**src/rtl/pipe_reg_chain.sv**
```systemverilog
// Multi-stage valid/ready register pipeline with bubble collapsing,
// synchronous flush and an occupancy count (clk, reset, flush, in_*, out_*, count).
module pipe_reg_chain #(
  parameter int unsigned          DATA_W    = 8,
  parameter int unsigned          DEPTH     = 3,
  parameter logic [DATA_W-1:0]    RESET_VAL = '0,
  localparam int unsigned         CW        = $clog2(DEPTH + 1)
) (
  input  logic              clk,
  input  logic              reset,
  input  logic              flush,
  input  logic              in_valid,
  output logic              in_ready,
  input  logic [DATA_W-1:0] in_data,
  output logic              out_valid,
  input  logic              out_ready,
  output logic [DATA_W-1:0] out_data,
  output logic [CW-1:0]     count
);

  logic [DEPTH-1:0]  r_valid;
  logic [DATA_W-1:0] r_data [DEPTH];
  logic [CW-1:0]     r_count;

  logic [DEPTH-1:0]  w_move;
  logic [DEPTH-1:0]  w_accept;
  logic [DEPTH-1:0]  w_load;
  logic [DEPTH-1:0]  w_valid_nxt;
  logic [DATA_W-1:0] w_din [DEPTH];
  logic [CW-1:0]     w_cnt_nxt;
  logic              w_in_ready;
  logic              w_acc;

  // Ready ripples from the output stage back toward stage 0, so an
  // empty stage always accepts even while the output is stalled.
  always_comb begin
    w_move   = '0;
    w_accept = '0;
    w_acc    = out_ready;
    for (int i = DEPTH - 1; i >= 0; i--) begin
      w_move[i]   = r_valid[i] && w_acc;
      w_accept[i] = !r_valid[i] || w_move[i];
      w_acc       = w_accept[i];
    end
  end

  assign w_in_ready = w_accept[0] && !flush;

  always_comb begin
    w_load    = '0;
    w_load[0] = in_valid && w_in_ready;
    w_din[0]  = in_data;
    for (int i = 1; i < DEPTH; i++) begin
      w_load[i] = w_move[i-1];
      w_din[i]  = r_data[i-1];
    end
  end

  always_comb begin
    w_valid_nxt = r_valid;
    w_cnt_nxt   = '0;
    for (int i = 0; i < DEPTH; i++) begin
      if (w_load[i])
        w_valid_nxt[i] = 1'b1;
      else if (w_move[i])
        w_valid_nxt[i] = 1'b0;
      w_cnt_nxt = w_cnt_nxt + CW'(w_valid_nxt[i]);
    end
  end

  always_ff @(posedge clk) begin
    if (!reset) begin
      r_valid <= '0;
      r_count <= '0;
      for (int i = 0; i < DEPTH; i++)
        r_data[i] <= RESET_VAL;
    end else if (flush) begin
      // Data registers keep stale contents; only occupancy is cleared.
      r_valid <= '0;
      r_count <= '0;
    end else begin
      r_valid <= w_valid_nxt;
      r_count <= w_cnt_nxt;
      for (int i = 0; i < DEPTH; i++)
        if (w_load[i])
          r_data[i] <= w_din[i];
    end
  end

  assign in_ready  = w_in_ready;
  assign out_valid = r_valid[DEPTH-1] && !flush;
  assign out_data  = r_data[DEPTH-1];
  assign count     = r_count;

endmodule

```
**config.mk**
```make
export PLATFORM = sky130hd
export DESIGN_NAME = pipe_reg_chain
export DESIGN_NICKNAME = d
export VERILOG_FILES = /design/src/rtl/pipe_reg_chain.sv
export SDC_FILE = /design/constraint.sdc
export NUM_CORES = 1
export LEC_CHECK = 0
export CAP_MARGIN = 20
export CORE_UTILIZATION = 53
export CTS_BUF_LIST = sky130_fd_sc_hd__clkbuf_4 sky130_fd_sc_hd__clkbuf_8
export CTS_CLUSTER_DIAMETER = 40
export DETAILED_ROUTE_END_ITERATION = 10
export GPL_TIMING_DRIVEN = 0
export PLACE_DENSITY = 0.83
export SYNTH_ARGS = -nofsm -noshare
export SYNTH_HDL_FRONTEND = slang
export SYNTH_SLANG_ARGS = --single-unit
```
**constraint.sdc**
```tcl
create_clock -name clk -period 1.8 [get_ports clk]
set_clock_uncertainty 0.05 [all_clocks]
set_input_delay 0.54 -clock clk [delete_from_list [all_inputs] [get_ports clk]]
set_output_delay 0.54 -clock clk [all_outputs]
set_load 0.01 [all_outputs]
```
-- Word-level counts from Yosys, hierarchy flattened
Memory sizes are Yosys's and may differ from the RTL's.
Index checks and enable logic that the tools add are counted.
W data, S select, Z words.
- bits of input ports: 13
- memories kept: 1
- bits in registers: 5
- memory bits (writable): 24
- memories (memory ; depth ; bits a word ; read ports ; clocked after Yosys merged registers in ; wr ports ; line ; RTL):
    r_data ; 3 ; 8 ; 3 ; 0 ; 3 ; 22 ; logic [DATA_W-1:0] r_data [DEPTH];
- reduce and logical (&&, ||, !) cells: 14
- mux-type cells: 22
- $add $sub $neg: 2
- bitwise logic cells: 4
- operators with widths (kind ; count):
    $mux W8 ; 3
    $mux W1 ; 19
    $logic_and A1 B1 Y1 ; 6
    $logic_not A1 Y1 ; 4
    $logic_or A1 B1 Y1 ; 3
    $or A1 B1 Y1 ; 3
    $add A1 B1 Y2 ; 1
    $add A2 B1 Y2 ; 1
    $reduce_or A2 Y1 ; 1
    $not A1 Y1 ; 1

-- Depth between registers and ports, before layout
- depth in word-level cells: 13
- gate-level depth with buffers: 4

-- Least setup slack after synthesis
Ideal clock, no wire load.
- path kind: input to register
- from: input flush
- to: memory r_data[2][0] (netlist: r_data[0][16]), enable pin
- setup slack: 79 ps
- cell stages on the path: 2
- buffers on the path: 0
- data required time: 1366 ps
- arrival time: 1287 ps
- path through: nand2b_1 > o21ai_0
- RTL lines (item ; line ; RTL):
    start: declaration ; 11 ; input logic flush,
    end: declaration ; 22 ;

==> flow_summary.yaml <==
routing:
  drt_iter0_markers: 6
  post_drt_wl_per_cell_um: 12.69
  ant_nets: 0
  vias: 775
  wirelength_um: 1916
  drc: 0
  firstDrtPassIters: 4
  via_per_inst: 5.132
worst_setup_path:
  cp.required_ns: 1.82
  cp-start-kind: "primary input"
  r2r-end: "count[0]"
  worst_setup_path_end_kind: "flip-flop"
  reg2regPathDepth: 5
  crit_fanout: 10
  reg2reg_slack_ns: 0.22
  arrival_ns: 1.78
  crit_type: "in2reg"
  reg2reg_from: "r_valid[0]"
global_routing:
  grt_use_total: 0.1719
  antenna_found_initial: 0
  grt_pass1_vias: 708
  grt_pass1_wl_um: 3256
  grt_overflow: 0
  grt_max_degree: 11
timing:
  worst_pin_slew_ns: 0.6691
  fin_setup_tns_ns: 0
  timing.final.ws_setup_ns: 0.04040
  setup_viol: 0
  hold_violations: 0
  min_period_ns: 1.760
  timing.final.crit_share: 0.9776
  slew_viol_final: 0
  max_freq_ghz: 0.5683
  maxSlewHeadroom: 0.5509
  rsz0062_at_grt: "false"
flow_run:
  maxCapViolations: 0
placed_design:
  dp_hpwl_um: 1431
  portBuffers: 24
  finalWeightedCongestion: 0.7681
  post-place-ws_ns: -0.7182
pwr:
  powerDensity_nw_per_um2: 759.1
  p_leak_nw: 0.6804
  peakVddDrop_uv: 580.5
synthesis:
  yosysTopAreaCell: "edfxtp_1"
  synth-xor-area-share: 0
  syn_inst: 90
  synth_top_family_by_area: "compound AO/OA/AOI/OAI gates"
  yosysWarnings: 0
  synth_most_common_cell: "edfxtp_1"
  synth_seq_cells: 29
  synthSimpleGateAreaFrac: 0.09585
  synthArstFlopShare: 0
  synth_area_per_cell_um2: 15.08
  syn_nets: 104
  synth_adder_area_share: 0.01475
  netlist.area_leader.share: 0.5309
  yosys-top-cells-count: "edfxtp_1 (24), a21boi_2 (20), buf_4 (10)"
  ys_types: 20
  synth_area_um2: 1358
  synth_edf_count: 24
  synth_compound_area_frac: 0.2101
  ys_seq_area_frac: 0.6046
  muxShareOfSynthArea: 0
  ys.flop_type: "edfxtp_1"
  yosys-top-cells-area: "edfxtp_1 (53%), a21boi_2 (17%), dfxtp_1 (7.4%), buf_4 (5.5%), a21boi_0 (2.8%)"
cells_and_area:
  fill_cells: 168
  diodes: 0
  drive_above_1_share: 0.4065
  syn2layout_area_growth_pct: 23.59
  nNetsFinal: 136
  ff_latch_area_um2: 822.0
  multiInputGateArea_um2: 444.2
clocking:
  root_buffer: "clkbuf_4"
  path_clk_slew_ns: 0.09
  clock-sinks: 29
  cts_htree_levels: 2
  tritoncts: "yes"
  insertion_delay_ns: 0.31
  cts_buffers: 5
  holdBufCountCts: 0
  clockBufferDepth: 2
floorplan:
  rows: 17
  ios: 25
  die_area_um2: 2768
  die_w_um: 52.61
  core_um2: 2318
  die_h_um: 52.61
  initial_core_util: 0.5855
hold_path:
  hold_end: "r_data[0][11]"
  hold_start: "r_data[0][3]"
  whs_path_depth: 1
  min_path_type: "reg2reg"
status:
  outcome: "completed"
-- layer usage --
metal / wire, um / part of all wire / GRT usage
met4: 25 / 0.013 / 0.07895
met5: 0 / 0 / 0
met3: 95 / 0.050 / 0.05217
met1: 851 / 0.44 / 0.2299
met2: 944 / 0.49 / 0.2553
-- worst max path at each step --
stage / start / endpoint / cells past startpoint
finish: reset / r_data[0][18] / 5
global route: reset / r_data[0][14] / 5
CTS: out_ready / in_ready / 4
detailed placement: flush / r_data[0][20] / 3
global placement: out_ready / in_ready / 4
floorplan: flush / r_data[0][16] / 2
-- cells by family after synthesis --
group,Yosys count
flops,29
compound gates,28
buf+inv,13
fa+ha+maj,1
simple gates,19
-- where the power goes --
group | total, W | switching (W) | internal [W]
Sequential | 0.000772 | 0.00000932 | 0.000763
Clock | 0.000373 | 0.000210 | 0.000164
Combinational | 0.000128 | 0.0000542 | 0.0000739
-- sequential cells by signal, summed over array words and instances (netlist names) --
register  flops
count         2
r_valid       3
r_data       24
-- stage by stage --
step | std cells | instance area (um^2) | hold slack, ns | power (W) | utilization
detailed placement | 142 | 1633 | 0.4890 | 0.0009274 | 0.7043
global route | 151 | 1678 | 0.5365 | 0.001337 | 0.7237
floorplan | 90 | 1358 | 0.4791 | 0.0008629 | -
CTS | 151 | 1682 | 0.5116 | 0.001289 | 0.7253
global placement | 142 | 1633 | 0.4845 | 0.0009199 | 0.7043
finish | 151 | 1678 | 0.5084 | 0.001274 | 0.7237
-- layout make-up --
class,count,area share
plain buffers,12,0.05817
clock inverters,2,0.005966
flip-flops and latches,29,0.4899
clock buffers,6,0.02685
inverters,1,0.002237
repair buffers,25,0.1312
multi-input cells,48,0.2647
well taps,28,0.02088
-- what timing repair did --
action,in CTS,in global routing
buffers inserted,1,0
gates resized for setup,22,2
endpoints found under the setup margin,20,1
-- critical path, stage by stage --
cell,delay (ns)
clkdlybuf4s50_1,0.51
and2b_2,0.29
o211ai_2,0.15
buf_6,0.22
a21boi_2,0.07
-- placed cells by master (no fill, tap or decap), drive strengths merged --
cell           count
o211ai             1
and2b              2
nand2b             2
clkdlybuf4s50     11
and2               4
nand3              1
nand4b             1
clkinv             2
nor2b              3
dlygate4sd2       10
o21ai              2
or2                1
edfxtp            24
clkbuf             7
a21boi            25
nand3b             2
fa                 1
dfxtp              5
buf               15
inv                1
nand2              3
No activity file was read; power rests on OpenSTA's default activity.
==> RTL change 1, RTL diff (same settings) <==
Put one more register stage on the output `count`. The value now appears one clock later. The other outputs are not delayed to match.
--- a/src/rtl/pipe_reg_chain.sv
+++ b/src/rtl/pipe_reg_chain.sv
@@ -90,7 +90,9 @@
   assign in_ready  = w_in_ready;
   assign out_valid = r_valid[DEPTH-1] && !flush;
   assign out_data  = r_data[DEPTH-1];
-  assign count     = r_count;
+  always_ff @(posedge clk) begin
+    count <= r_count;
+  end
 
 endmodule
 
Function: changed (Yosys sat finds a counterexample within 4 cycles, from zero or initial values).
==> RTL change 1 against the unedited design <==
Global-route usage grew 1.0 points; routed wire length grew 11%; sequential cell count grew 2; synthesized cell count grew 2.2%; fmax shrank 1.4%; worst setup slack lost 0.026 ns; power grew 11%; final area grew 4.3%; synthesized area grew 2.9%; non-clock buffer count shrank 1; critical path type is now in2out; largest cell class unchanged; highest routed layer unchanged.
==> RTL change 1: results (changes against the unedited design) <==
dpl hpwl -> 1542 µm (was 1431 µm)
met3 usage -> 9.770% (was 5.217%)
GR Util met1 -> 18.08% (was 22.99%)
Fill cells -> 186 (was 168)
worst min path class -> reg2reg (unchanged)
DR vias/cell -> 5.136 (was 5.132)
Worst path slowest cell -> dlygate4sd2_1 (was clkdlybuf4s50_1)
initial antenna violation count -> 0 (unchanged)
Syn. warnings -> 0 (unchanged)
Worst Reg2Reg Path Length in Cells -> 4 (was 5)
Starting DRT DRC Count -> 18 (was 6)
number of global-route vias before repair -> 729 (was 708)
met3 wire length -> 131 µm (was 95 µm)
Register Area -> 872.1 µm² (was 822.0 µm²)
M2 GR Usage -> 31.04% (was 25.53%)
Worst Tran Pin Value -> 0.7036 ns (was 0.6691 ns)
placed cell areas -> 1675 µm² (was 1633 µm²)
layout cell share with drive strength beyond 1 -> 41.13% (was 40.65%)
pin count of the biggest net entering global routing -> 11 (unchanged)
DRT met1 WL -> 790 µm (was 851 µm)
Synth top cells by count -> edfxtp_1, a21boi_2, buf_4, dfxtp_1, a21boi_0 (was edfxtp_1, a21boi_2, buf_4, a21boi_0, dfxtp_1)
Critical Path Max Stage Delay -> 0.31 ns (was 0.51 ns)
nets@finish -> 137 (was 136)
WL met2 -> 1178 µm (was 944 µm)
CTS Buffer Depth -> 2 (unchanged)
CTS clock-pin slew for the worst setup and hold paths -> 0.09 ns (about the same)
syn nets -> 106 (was 104)
maximum vdd drop -> 0.6885 mV (was 0.5805 mV)
clk root buf -> clkbuf_4 (unchanged)
CP Max Fanout -> 7 (was 10)
post-synthesis sequential area ratio -> 61.59% (was 60.46%)
Top FF cell, synth -> edfxtp_1 (unchanged)
Hold Crit Depth -> 0 (was 1)
Area contributors post-synth -> edfxtp_1, a21boi_2, dfxtp_1 (unchanged)
P_leak -> 0.7359 nW (was 0.6804 nW)
total setup buffers inserted after CTS -> 0 (was 1)
GPL Wtd Cong -> 0.7695 (was 0.7681)
outcome -> finished clean (unchanged)
first-pass GRT wire length -> 3325 µm (was 3256 µm)
Routed WL per cell -> 13.83 µm (was 12.69 µm)
crit path DAT -> 1.20 ns (was 1.78 ns)
Regs by FF count -> r_data (24), r_valid (3)
maxcap violations -> 0 (unchanged)
Num CTS Buffers -> 5 (unchanged)
GR peak layer -> met2 (unchanged)
GRT Overall Usage -> 18.23% (was 17.19%)
Top Metal Used -> met4 (unchanged)
==> RTL change 1: cell count changes after synthesis <==
cell and change:
dfxtp_1 +2
==> RTL change 1: where the power goes <==
part           switching (mW)  internal [mW]
Sequential             0.0101          0.805
Clock                   0.221          0.245
Combinational          0.0562         0.0742
==> RTL change 1: kinds of logic (layout without fill, tap and decap cells) <==
group	count (synthesis)	in the layout	synth area share [%]
DFF	31	31	61.59
adders and majority gates	1	1	1.432
buffers and inverters	13	45	7.251
AOI/OAI and AO/OA	28	28	20.41
and+or+nand+nor	19	19	9.310
==> RTL change 1: final cells by class <==
cell class	count	share of cell area [%]
tap	30	2.146
timing repair buffer	24	12.66
buffer	12	5.579
inverter	1	0.2146
sequential	31	49.86
clock buffer	8	4.149
multi-input combinational	48	25.39
==> RTL change 1: timing repair <==
item | in CTS | in global routing
cloned | 0 | 0
resized for setup | 24 | 7
setup endpoints to repair | 31 | 10
hold buffers | 0 | 0
==> RTL change 1: per-stage QoR <==
| step | setup WS [ns] | std cells | power [mW] | setup TNS (ns) |
|---|---|---|---|---|
| 3_3_place_gp | -0.6812 | 146 | 0.9655 | -15.32 |
| 6_report | 0.01485 | 154 | 1.411 | 0 |
| 3_5_place_dp | -0.7305 | 146 | 0.9763 | -18.71 |
| 2_1_floorplan | 0.07945 | 92 | 0.9096 | 0 |
| 4_1_cts | 0.008065 | 154 | 1.426 | 0 |
| 5_1_grt | -0.02293 | 154 | 1.474 | -0.02293 |
==> RTL change 1: worst paths after layout <==
check,start,endpoint,slack (ns)
worst max-delay path,flush,in_ready,0.01
worst min-delay path,r_count[0],count[0],0.29
worst max register to register,r_valid[2],r_count[0],0.23
worst min register to register,r_count[0],count[0],0.29
==> RTL change 2, RTL diff (same flow settings) <==
Made on the original files. `DATA_W`: 8 -> 12.
--- a/src/rtl/pipe_reg_chain.sv
+++ b/src/rtl/pipe_reg_chain.sv
@@ -1,7 +1,7 @@
 // Multi-stage valid/ready register pipeline with bubble collapsing,
 // synchronous flush and an occupancy count (clk, reset, flush, in_*, out_*, count).
 module pipe_reg_chain #(
-  parameter int unsigned          DATA_W    = 8,
+  parameter int unsigned          DATA_W    = 12,
   parameter int unsigned          DEPTH     = 3,
   parameter logic [DATA_W-1:0]    RESET_VAL = '0,
   localparam int unsigned         CW        = $clog2(DEPTH + 1)
Ports: changed (resized in_data and out_data); port bits go from 25 to 33. No check against the original RTL was run, so the function may have changed too.
==> RTL change 2 against the unedited design <==
Non-clock buffer count increased by 14; routed wire length increased by 43%; worst setup slack lost 0.0066 ns; final area rose by 43%; critical path depth unchanged; power grew 47%; core utilization fell by 2.1 points; clock power rose by 56%; count of clock-buffer cells in the layout unchanged; sequential share of layout area increased by 0.46 points; synthesized area increased by 43%; sequential cell count grew 12.
==> RTL change 2: results (changes against the unedited design) <==
DRT met1 WL -> 1117 µm (was 851 µm)
syn nets -> 138 (was 104)
register share of the cell area -> 49.45% (was 48.99%)
min-delay src -> r_data[0][16] (was r_data[0][3])
Worst Tran Pin Value -> 0.5590 ns (was 0.6691 ns)
dpl ws -> -0.7341 ns (was -0.7182 ns)
clk cell area share -> 3.335% (was 3.281%)
maximum vdd drop -> 0.4900 mV (was 0.5805 mV)
Post-synth EDFFs -> 36 (was 24)
M2 GR Usage -> 28.53% (was 25.53%)
Yosys reg bits -> 41 (was 29)
Starting DRT DRC Count -> 15 (was 6)
GR Util met1 -> 18.13% (was 22.99%)
GPL Wtd Cong -> 0.7360 (was 0.7681)
nets@finish -> 178 (was 136)
post-synthesis sequential area ratio -> 60.98% (was 60.46%)
reg2reg end -> count[0] (unchanged)
Buffers on Ports -> 32 (was 24)
Synth top cells by count -> edfxtp_1, a21boi_2, buf_4, a21boi_0 (was edfxtp_1, a21boi_2, buf_4, a21boi_0, dfxtp_1)
Critical Path Max Stage Delay -> 0.56 ns (was 0.51 ns)
met3 wire length -> 88 µm (was 95 µm)
Well Taps -> 46 (was 28)
CTS resizes -> 26 (was 22)
placed cell areas -> 2315 µm² (was 1633 µm²)
Top FF cell, synth -> edfxtp_1 (unchanged)
combinational cell power -> 187 µW (was 128 µW)
CTS clock-pin slew for the worst setup and hold paths -> 0.12 ns (was 0.09 ns)
later-pin clock latency in the skew report -> 0.34 ns (was 0.31 ns)
Area contributors post-synth -> edfxtp_1, a21boi_2, dfxtp_1 (unchanged)
Cells after DPL -> 198 (was 142)
WL met2 -> 1500 µm (was 944 µm)
layout cell share with drive strength beyond 1 -> 42.24% (was 40.65%)
first-pass GRT wire length -> 4671 µm (was 3256 µm)
met3 usage -> 3.285% (was 5.217%)
fraction of area in multi-input gates -> 24.28% (was 26.47%)
dpl hpwl -> 1994 µm (was 1431 µm)
Fill cells -> 244 (was 168)
Routed WL per cell -> 13.25 µm (was 12.69 µm)
final WL -> 2742 µm (was 1916 µm)
buffering overhead -> 20.38% (was 18.94%)
GRT Overall Usage -> 15.89% (was 17.19%)
multi-input gate count -> 60 (was 48)
Syn Inst Count -> 120 (was 90)
Sw Ratio -> 19.75% (was 21.45%)
max reg flops -> 36 (was 24)
Fin Hold WS -> 0.4991 ns (was 0.5084 ns)
Clk pwr share -> 31.2% (was 29.3%)
pin count of the biggest net entering global routing -> 14 (was 11)
outcome -> finished clean (unchanged)
overall power -> 1.872 mW (was 1.274 mW)
DR vias/cell -> 5.019 (was 5.132)
number of global-route vias before repair -> 1017 (was 708)
P_leak -> 0.9663 nW (was 0.6804 nW)
flop2flop setup slack -> 0.26 ns (was 0.22 ns)
Hold EP -> r_data[0][28] (was r_data[0][11])
pwr dens -> 779.7 nW/µm² (was 759.1 nW/µm²)
post-synth cell types -> 24 (was 20)
Plain + repair buffers -> 51 (was 37)
[RTL change 2: changes by cell type after synthesis, moves of 2 or more]
cell,change
a21boi_0,+2
a21boi_1,+5
a21boi_2,+5
buf_12,+3
buf_4,+2
edfxtp_1,+12
[RTL change 2: kinds of logic (layout without fill, tap and decap cells)]
| kind of cell | after synthesis | count (layout) | synth area share (%) |
|---|---|---|---|
| flops | 41 | 41 | 60.98 |
| compound gates | 40 | 40 | 20.80 |
| simple gates | 19 | 19 | 7.494 |
| buf+inv | 19 | 60 | 9.690 |
| fa+ha+maj | 1 | 1 | 1.034 |
[RTL change 2: how the worst max path moves through the flow]
stage	slack (ns)	endpoint	cells after the start	start
global route	0.006	in_ready	3	r_valid[0]
CTS	0.002	count[1]	1	count[1]
finish	0.03	r_data[0][26]	5	reset
global placement	-0.70	in_ready	4	out_ready
detailed placement	-0.73	in_ready	4	out_ready
floorplan	0.03	r_data[0][24]	2	flush
